[config.mk]
export PLATFORM = sky130hd
export DESIGN_NAME = sev_seg_arbiter
export DESIGN_NICKNAME = d
export VERILOG_FILES = /design/src/rtl/sev_seg_pkg.sv /design/src/rtl/sev_seg_arbiter_rr_pick.sv /design/src/rtl/sev_seg_arbiter.sv
export SDC_FILE = /design/constraint.sdc
export NUM_CORES = 1
export LEC_CHECK = 0
export ABC_AREA = 1
export CORE_AREA = 2 2 104 106
export CTS_CLUSTER_DIAMETER = 200
export CTS_CLUSTER_SIZE = 14
export DETAILED_ROUTE_END_ITERATION = 6
export DIE_AREA = 0 0 106 108
export GPL_ROUTABILITY_DRIVEN = 0
export PLACE_DENSITY_LB_ADDON = 0.12
export SETUP_SLACK_MARGIN = 0.2
export SLEW_MARGIN = 15
export SYNTH_ARGS = -nofsm -noshare
export SYNTH_HDL_FRONTEND = slang
export SYNTH_SLANG_ARGS = --single-unit
[constraint.sdc]
create_clock -name clk -period 7 [get_ports clk]
set_clock_uncertainty 0.1 [all_clocks]
set_input_delay 1.05 -clock clk [delete_from_list [all_inputs] [get_ports clk]]
set_output_delay 1.05 -clock clk [all_outputs]
set_load 0.005 [all_outputs]
[src/rtl/sev_seg_pkg.sv]
// -----------------------------------------------------------------------------
// sev_seg_pkg
// Shared types for the seven-segment display path.
//   digits_t    : four 4-bit digit fields {d3,d2,d1,d0}, d3 is the leftmost digit
//   arb_state_t : arbiter states, IDLE (no owner) and SHOW (one owner displayed)
//   DIGIT_W     : width of one digit field
// -----------------------------------------------------------------------------
package sev_seg_pkg;

    localparam int DIGIT_W = 4;

    typedef struct packed {
        logic [DIGIT_W-1:0] d3;
        logic [DIGIT_W-1:0] d2;
        logic [DIGIT_W-1:0] d1;
        logic [DIGIT_W-1:0] d0;
    } digits_t;

    typedef enum logic {
        IDLE = 1'b0,
        SHOW = 1'b1
    } arb_state_t;

endpackage

[src/rtl/sev_seg_arbiter_rr_pick.sv]
// -----------------------------------------------------------------------------
// sev_seg_arbiter_rr_pick
// Combinational round-robin selector. Scans the request vector starting at the
// index just after i_last and wrapping around; the first active request wins.
//   i_req   : request vector
//   i_last  : index of the most recent owner (search starts at i_last+1)
//   i_excl  : when high, i_last itself may not be chosen
//   o_gnt   : one-hot winner, zero when nothing eligible
//   o_idx   : binary index of the winner
//   o_vld   : a winner was found
// -----------------------------------------------------------------------------
module sev_seg_arbiter_rr_pick #(
    parameter int N_REQ = 4,
    parameter int IDX_W = 2
) (
    input  logic [N_REQ-1:0] i_req,
    input  logic [IDX_W-1:0] i_last,
    input  logic             i_excl,
    output logic [N_REQ-1:0] o_gnt,
    output logic [IDX_W-1:0] o_idx,
    output logic             o_vld
);

    logic [IDX_W-1:0] w_cand;

    // Walk N_REQ positions after i_last; i_last is visited last so it only
    // wins when nobody else asks and it is not excluded.
    always_comb begin
        o_gnt  = '0;
        o_idx  = '0;
        o_vld  = 1'b0;
        w_cand = '0;
        for (int k = 1; k <= N_REQ; k++) begin
            w_cand = IDX_W'((int'(i_last) + k) % N_REQ);
            if (!o_vld && i_req[w_cand] && !(i_excl && (w_cand == i_last))) begin
                o_vld         = 1'b1;
                o_idx         = w_cand;
                o_gnt[w_cand] = 1'b1;
            end else begin
                o_vld = o_vld;
            end
        end
    end

endmodule

[src/rtl/sev_seg_arbiter.sv]
// -----------------------------------------------------------------------------
// sev_seg_arbiter
// Time-shares a 4-digit seven-segment driver between N_REQ requesters using
// round-robin ownership with a minimum dwell of DWELL_CYC cycles per owner.
// Ports:
//   clk, rst       : clock, synchronous active-high reset
//   req_i[N_REQ]   : level requests, dropping it releases the display
//   data_i[N_REQ]  : per-requester digits {d3,d2,d1,d0}
//   ltr_i[N_REQ]   : per-requester letter-mode select
//   gnt_o          : one-hot current owner, zero when idle
//   in3_o..in0_o   : digits to sev_seg_driver (1-cycle copy of owner data)
//   ltr_o          : letter mode to sev_seg_driver
//   busy_o         : some requester owns the display
//   switch_o       : one-cycle pulse on every new grant
// Build option: define SEV_SEG_ARB_PREEMPT_EN to make requester 0 urgent (a
// rising req_i[0] takes the display at once and cannot be displaced).
// -----------------------------------------------------------------------------
module sev_seg_arbiter
    import sev_seg_pkg::*;
#(
    parameter int N_REQ     = 4,
    parameter int DWELL_CYC = 50_000_000,
    parameter int CNT_W     = $clog2(DWELL_CYC)
) (
    input  logic               clk,
    input  logic               rst,
    input  logic [N_REQ-1:0]   req_i,
    input  digits_t            data_i [N_REQ],
    input  logic [N_REQ-1:0]   ltr_i,
    output logic [N_REQ-1:0]   gnt_o,
    output logic [DIGIT_W-1:0] in3_o,
    output logic [DIGIT_W-1:0] in2_o,
    output logic [DIGIT_W-1:0] in1_o,
    output logic [DIGIT_W-1:0] in0_o,
    output logic               ltr_o,
    output logic               busy_o,
    output logic               switch_o
);

    localparam int               IDX_W      = (N_REQ > 1) ? $clog2(N_REQ) : 1;
    localparam logic [CNT_W-1:0] CNT_RELOAD = CNT_W'(DWELL_CYC - 1);
    localparam logic [IDX_W-1:0] PTR_RESET  = IDX_W'(N_REQ - 1);

    arb_state_t       r_state;
    logic [N_REQ-1:0] r_gnt;
    logic [IDX_W-1:0] r_ptr;      // current owner in SHOW, last owner in IDLE
    logic [CNT_W-1:0] r_cnt;
    digits_t          r_dig;
    logic             r_ltr;
    logic             r_busy;
    logic             r_switch;

    logic [N_REQ-1:0] w_pick_gnt;
    logic [IDX_W-1:0] w_pick_idx;
    logic             w_pick_vld;
    logic             w_own_req;
    logic             w_pre;      // urgent takeover by requester 0
    logic             w_keep;     // owner may not be displaced on expiry
    logic             w_do_grant;
    logic             w_to_idle;
    logic [N_REQ-1:0] w_new_gnt;
    logic [IDX_W-1:0] w_new_idx;

    // In SHOW the current owner is excluded, so a pick always means a change.
    sev_seg_arbiter_rr_pick #(
        .N_REQ (N_REQ),
        .IDX_W (IDX_W)
    ) u_rr_pick (
        .i_req  (req_i),
        .i_last (r_ptr),
        .i_excl (r_state == SHOW),
        .o_gnt  (w_pick_gnt),
        .o_idx  (w_pick_idx),
        .o_vld  (w_pick_vld)
    );

    assign w_own_req = req_i[r_ptr];

`ifdef SEV_SEG_ARB_PREEMPT_EN
    logic r_req0_d;

    // Previous req_i[0], for rising-edge detection of the urgent request.
    always_ff @(posedge clk) begin
        if (rst) begin
            r_req0_d <= 1'b0;
        end else begin
            r_req0_d <= req_i[0];
        end
    end

    assign w_pre  = (r_state == SHOW) && (r_ptr != '0) && req_i[0] && !r_req0_d;
    assign w_keep = (r_ptr == '0);
`else
    assign w_pre  = 1'b0;
    assign w_keep = 1'b0;
`endif

    // Next-owner decision: release takes priority over expiry, both use the
    // same rr pick, so simultaneous release and expiry give the same result.
    always_comb begin
        w_do_grant = 1'b0;
        w_to_idle  = 1'b0;
        w_new_gnt  = w_pick_gnt;
        w_new_idx  = w_pick_idx;
        case (r_state)
            IDLE: begin
                w_do_grant = w_pick_vld;
            end
            SHOW: begin
                if (w_pre) begin
                    w_do_grant = 1'b1;
                    w_new_gnt  = N_REQ'(1);
                    w_new_idx  = '0;
                end else if (!w_own_req) begin
                    w_do_grant = w_pick_vld;
                    w_to_idle  = !w_pick_vld;
                end else if ((r_cnt == '0) && !w_keep) begin
                    w_do_grant = w_pick_vld;
                end else begin
                    w_do_grant = 1'b0;
                end
            end
            default: begin
                w_to_idle = 1'b1;
            end
        endcase
    end

    // Arbiter FSM with registered grant, display and status outputs.
    always_ff @(posedge clk) begin
        if (rst) begin
            r_state  <= IDLE;
            r_gnt    <= '0;
            r_ptr    <= PTR_RESET;
            r_cnt    <= '0;
            r_dig    <= '0;
            r_ltr    <= 1'b0;
            r_busy   <= 1'b0;
            r_switch <= 1'b0;
        end else begin
            r_switch <= w_do_grant;
            // Live copy of the owner's data; IDLE keeps the last value shown.
            if (r_state == SHOW) begin
                r_dig <= data_i[r_ptr];
                r_ltr <= ltr_i[r_ptr];
            end else begin
                r_dig <= r_dig;
                r_ltr <= r_ltr;
            end
            if (w_do_grant) begin
                r_state <= SHOW;
                r_gnt   <= w_new_gnt;
                r_ptr   <= w_new_idx;
                r_cnt   <= CNT_RELOAD;
                r_busy  <= 1'b1;
            end else if (w_to_idle) begin
                r_state <= IDLE;
                r_gnt   <= '0;
                r_cnt   <= '0;
                r_busy  <= 1'b0;
            end else begin
                r_cnt   <= (r_cnt == '0) ? '0 : (r_cnt - CNT_W'(1));
            end
        end
    end

    assign gnt_o    = r_gnt;
    assign in3_o    = r_dig.d3;
    assign in2_o    = r_dig.d2;
    assign in1_o    = r_dig.d1;
    assign in0_o    = r_dig.d0;
    assign ltr_o    = r_ltr;
    assign busy_o   = r_busy;
    assign switch_o = r_switch;

endmodule
==> out/qor.log <==
qor: die.die_y 108 microns
qor: detailed_routing.routed-via-count 3,325
qor: setup_path.critical_path_required 7110 ps
qor: timing.worst_hold_slack 351 ps
qor: die.rows 37
qor: detailed_routing.drc 0
qor: run_status.status finished, final reports clean
qor: placement.placedCellCount 706
qor: timing.max_slew_margin 37.9%
qor: placement.placedInstanceArea 4360 sq um
qor: detailed_routing.antenna_left 0
qor: yosys.mappedNetlistNets 575
qor: detailed_routing.drtPass1Iterations 4
qor: die.die_w 106 microns
qor: clock_network.number_of_buffers_created_by_cts 5
qor: detailed_routing.routed_wl 8.91 mm
qor: power_and_ir_drop.switchingPower 0.000737 W
qor: yosys.ys.warnings.count 0
qor: cells_and_area.fillers 1,019
qor: power_and_ir_drop.share_clk_of_total_power 13.9%
qor: die.initial_utilization 32.6%
qor: timing.totalNegativeSetupSlack 0 ps
qor: power_and_ir_drop.power.sequential.fraction 29.4%
qor: clock_network.cts-root-buf clkbuf_8
qor: yosys.ys_types 37
qor: detailed_routing.routed_via_density 4.66
qor: clock_network.worst_setup_hold_path_clk_slew 110 ps
qor: power_and_ir_drop.peakVddDrop 0.149 mV
qor: power_and_ir_drop.cellInternalPower 0.000882 W
qor: yosys.synth.yosys.seq_area_share 30.7%
qor: cells_and_area.finish.instance_area 4480 sq um
qor: clock_network.post-cts-setup-buffers 0
qor: global_routing.antenna_violations_before_repair 0
qor: timing.final_period_util 50.8%
qor: yosys.postSynthRegisterBits 51
qor: cells_and_area.layout-area-overhead-vs-synth 34.6%
qor: cells_and_area.final_cells 714
qor: global_routing.grt_usage 15.6%
qor: yosys.syn-instance-count 491
qor: setup_path.critical_path_maximum_fanout 26
qor: detailed_routing.routedWlPerCell 12.5 microns
qor: placement.detailed_placer_s_ending_hpwl 6.70 mm
qor: clock_network.tritoncts_sink_count 51
qor: clock_network.cts_hold_repair.buffers 0
qor: power_and_ir_drop.power.share.switching 45.5%
qor: global_routing.grt_pass1_vias 3,197
qor: cells_and_area.antenna_diode_count 0
qor: setup_path.cp.arrival 3660 ps
qor: setup_path.crit_path_start_kind flop
qor: cells_and_area.drive_above_1_share 10.4%
qor: timing.time_the_final_worst_path_needs_with_i_o_delays_and_setup 3560 ps
qor: die.io_pins 97
qor: die.fp.coreArea 10,200 sq um
qor: cells_and_area.final_nets 661
qor: global_routing.grt_pass1_wl 14.6 mm
qor: setup_path.timing.reg2reg.worst_path_depth 11
qor: timing.setup_viol 0
qor: timing.grt_setup_unrepaired no
qor: timing.worst-slew-pin-transition 930 ps
qor: placement.port_buffers 96
qor: clock_network.clock_insertion_delay_worst_skew 310 ps
qor: clock_network.clock_path_buffers 2
qor: worst_hold_path.timing.hold.worst.class reg2reg
qor: global_routing.grt-ovfl-total 0
qor: detailed_routing.drt_first_iter_violations 127
qor: clock_network.ctsResizeCount 0
qor: clock_network.tritoncts built
qor: yosys.synth.avg_cell_area 6.78 sq um
qor: timing.drv_slew 0
qor: power_and_ir_drop.p_leak 1.96 nW
qor: worst_hold_path.hold_path_depth 1
qor: setup_path.setup.worst_path.class reg2reg
qor: yosys.syn_area 3330 sq um
qor: job.cap_viol_max_count 0
qor: setup_path.kind_of_end_point_of_the_critical_path flop
qor: global_routing.pin_count_of_the_biggest_net_entering_global_routing 46
qor: timing.finalHoldViolations 0
qor: power_and_ir_drop.power-per-cell-area 361 nW/um^2
qor: die.area_of_the_die 11,400 sq um
qor: clock_network.htreeDepth 2
qor: power_and_ir_drop.power_frac_comb 56.7%
qor: timing.timing.fmax 281 MHz
## area by class of cell
cell class	instances	area, sq um	share of cell area, %
clock buffers	6	82.6	1.84
flip-flops and latches	51	1020	22.8
clock inverters	2	38.8	0.865
well taps	136	170	3.79
inverters	52	200	4.46
repair buffers	98	976	21.8
multi-input cells	369	2000	44.5
## kinds of logic (layout without fill, tap and decap cells)
logic type	after synthesis	in the layout	share of synthesized area (%)
compound gates	91	91	15.7
xor+xnor	17	17	4.47
fa+ha+maj	10	10	3.76
buf+inv	71	158	9.43
flops	51	51	30.7
simple gates	251	251	36.0
## per-stage QoR
stage          utilization, %  total power, W  setup slack, ps
2_1_floorplan               -         0.00115             4560
3_3_place_gp             42.6         0.00139             3590
3_5_place_dp             42.6         0.00140             3430
4_1_cts                  43.8         0.00163             3420
5_1_grt                  43.8         0.00177             3110
6_report                 43.8         0.00162             3440
## cells in the final DEF (no fill, tap or decap), drive strengths merged, types with 2 or more instances in the layout
cell	netlist	routed
a21boi	4	4
buf	9	2
clkbuf	10	6
clkdlybuf4s50	0	96
dfxtp	51	51
ha	10	10
inv	52	53
nand2	90	90
nand3	34	34
nand4	5	5
nor2	115	115
nor3	4	4
o21ai	66	66
o22ai	17	17
or2	2	2
xnor2	8	8
xor2	9	9
## cell usage after synthesis
master	count	area share, %
nor2_1	104	12
nand2_1	68	7.7
o21ai_0	55	8.3
dfxtp_1	51	31
inv_1	46	5.2
nand3_1	32	4.8
o22ai_1	17	3.2
nand2_2	13	2.4
clkbuf_1	10	1.1
ha_1	10	3.8
nor2_2	9	1.7
xor2_1	9	2.4
nand2_4	8	2.7
xnor2_1	8	2.1
o21ai_1	6	0.90
buf_6	5	1.7
o21ai_2	5	1.3
a21boi_0	4	0.90
inv_2	4	0.45
nand4_1	4	0.75
nor3_1	4	0.60
buf_1	2	0.23
inv_4	2	0.38
or2_2	2	0.38
a21oi_4	1	0.49
a31oi_1	1	0.19
buf_2	1	0.15
buf_4	1	0.23
nand2_8	1	0.60
nand3_2	1	0.30
nand3_4	1	0.53
nand3b_1	1	0.23
nand4_4	1	0.64
nor2_4	1	0.34
nor2_8	1	0.60
o21a_1	1	0.23
o21bai_1	1	0.23
## worst max-delay path, cell delays in order (launching register included)
cell and delay, ps:
dfxtp_1 940, inv_1 630, ha_1 520, inv_1 80, nand3_1 130, nand2_4 100, nor2_4 160, nand4_4 130
nand2_2 290, inv_2 150, nand2_4 160, nor2_2 40
## layer usage
metal  vias to the layer above  track usage [%]  share of wire, %  wire length [microns]
li1                       1749                -                 -                      -
met1                      1484             18.8                45                   3970
met2                        83             27.5                48                   4260
met3                         9             4.22               6.6                    590
met4                         0             4.14               1.0                     90
met5                         -                0                 0                      0
## power groups by stage
stage | clock network (W) | registers (W) | logic, W
after CTS | 0.000233 | 0.000477 | 0.000923
after global placement | 0 | 0.000481 | 0.000909
final | 0.000225 | 0.000476 | 0.000917
after detailed placement | 0 | 0.000483 | 0.000920
after floorplan | 0 | 0.000463 | 0.000691
after global routing | 0.000243 | 0.000490 | 0.00104
## registers in the layout, indices dropped and copies added, names as in the netlist
| name | count |
|---|---|
| ltr_o | 1 |
| switch_o | 1 |
| in0_o | 4 |
| busy_o | 1 |
| in3_o | 4 |
| in2_o | 4 |
| r_cnt | 26 |
| in1_o | 4 |
| r_ptr | 2 |
| gnt_o | 4 |
## worst paths after layout
kind	to	slack, ps	start
worst max-delay path	r_cnt[10]	3440	r_ptr[1]
worst min-delay path	r_cnt[0]	350	r_cnt[0]
worst max register to register	r_cnt[10]	3440	r_ptr[1]
worst min register to register	r_cnt[0]	350	r_cnt[0]
(Power assumes the default switching activity.)
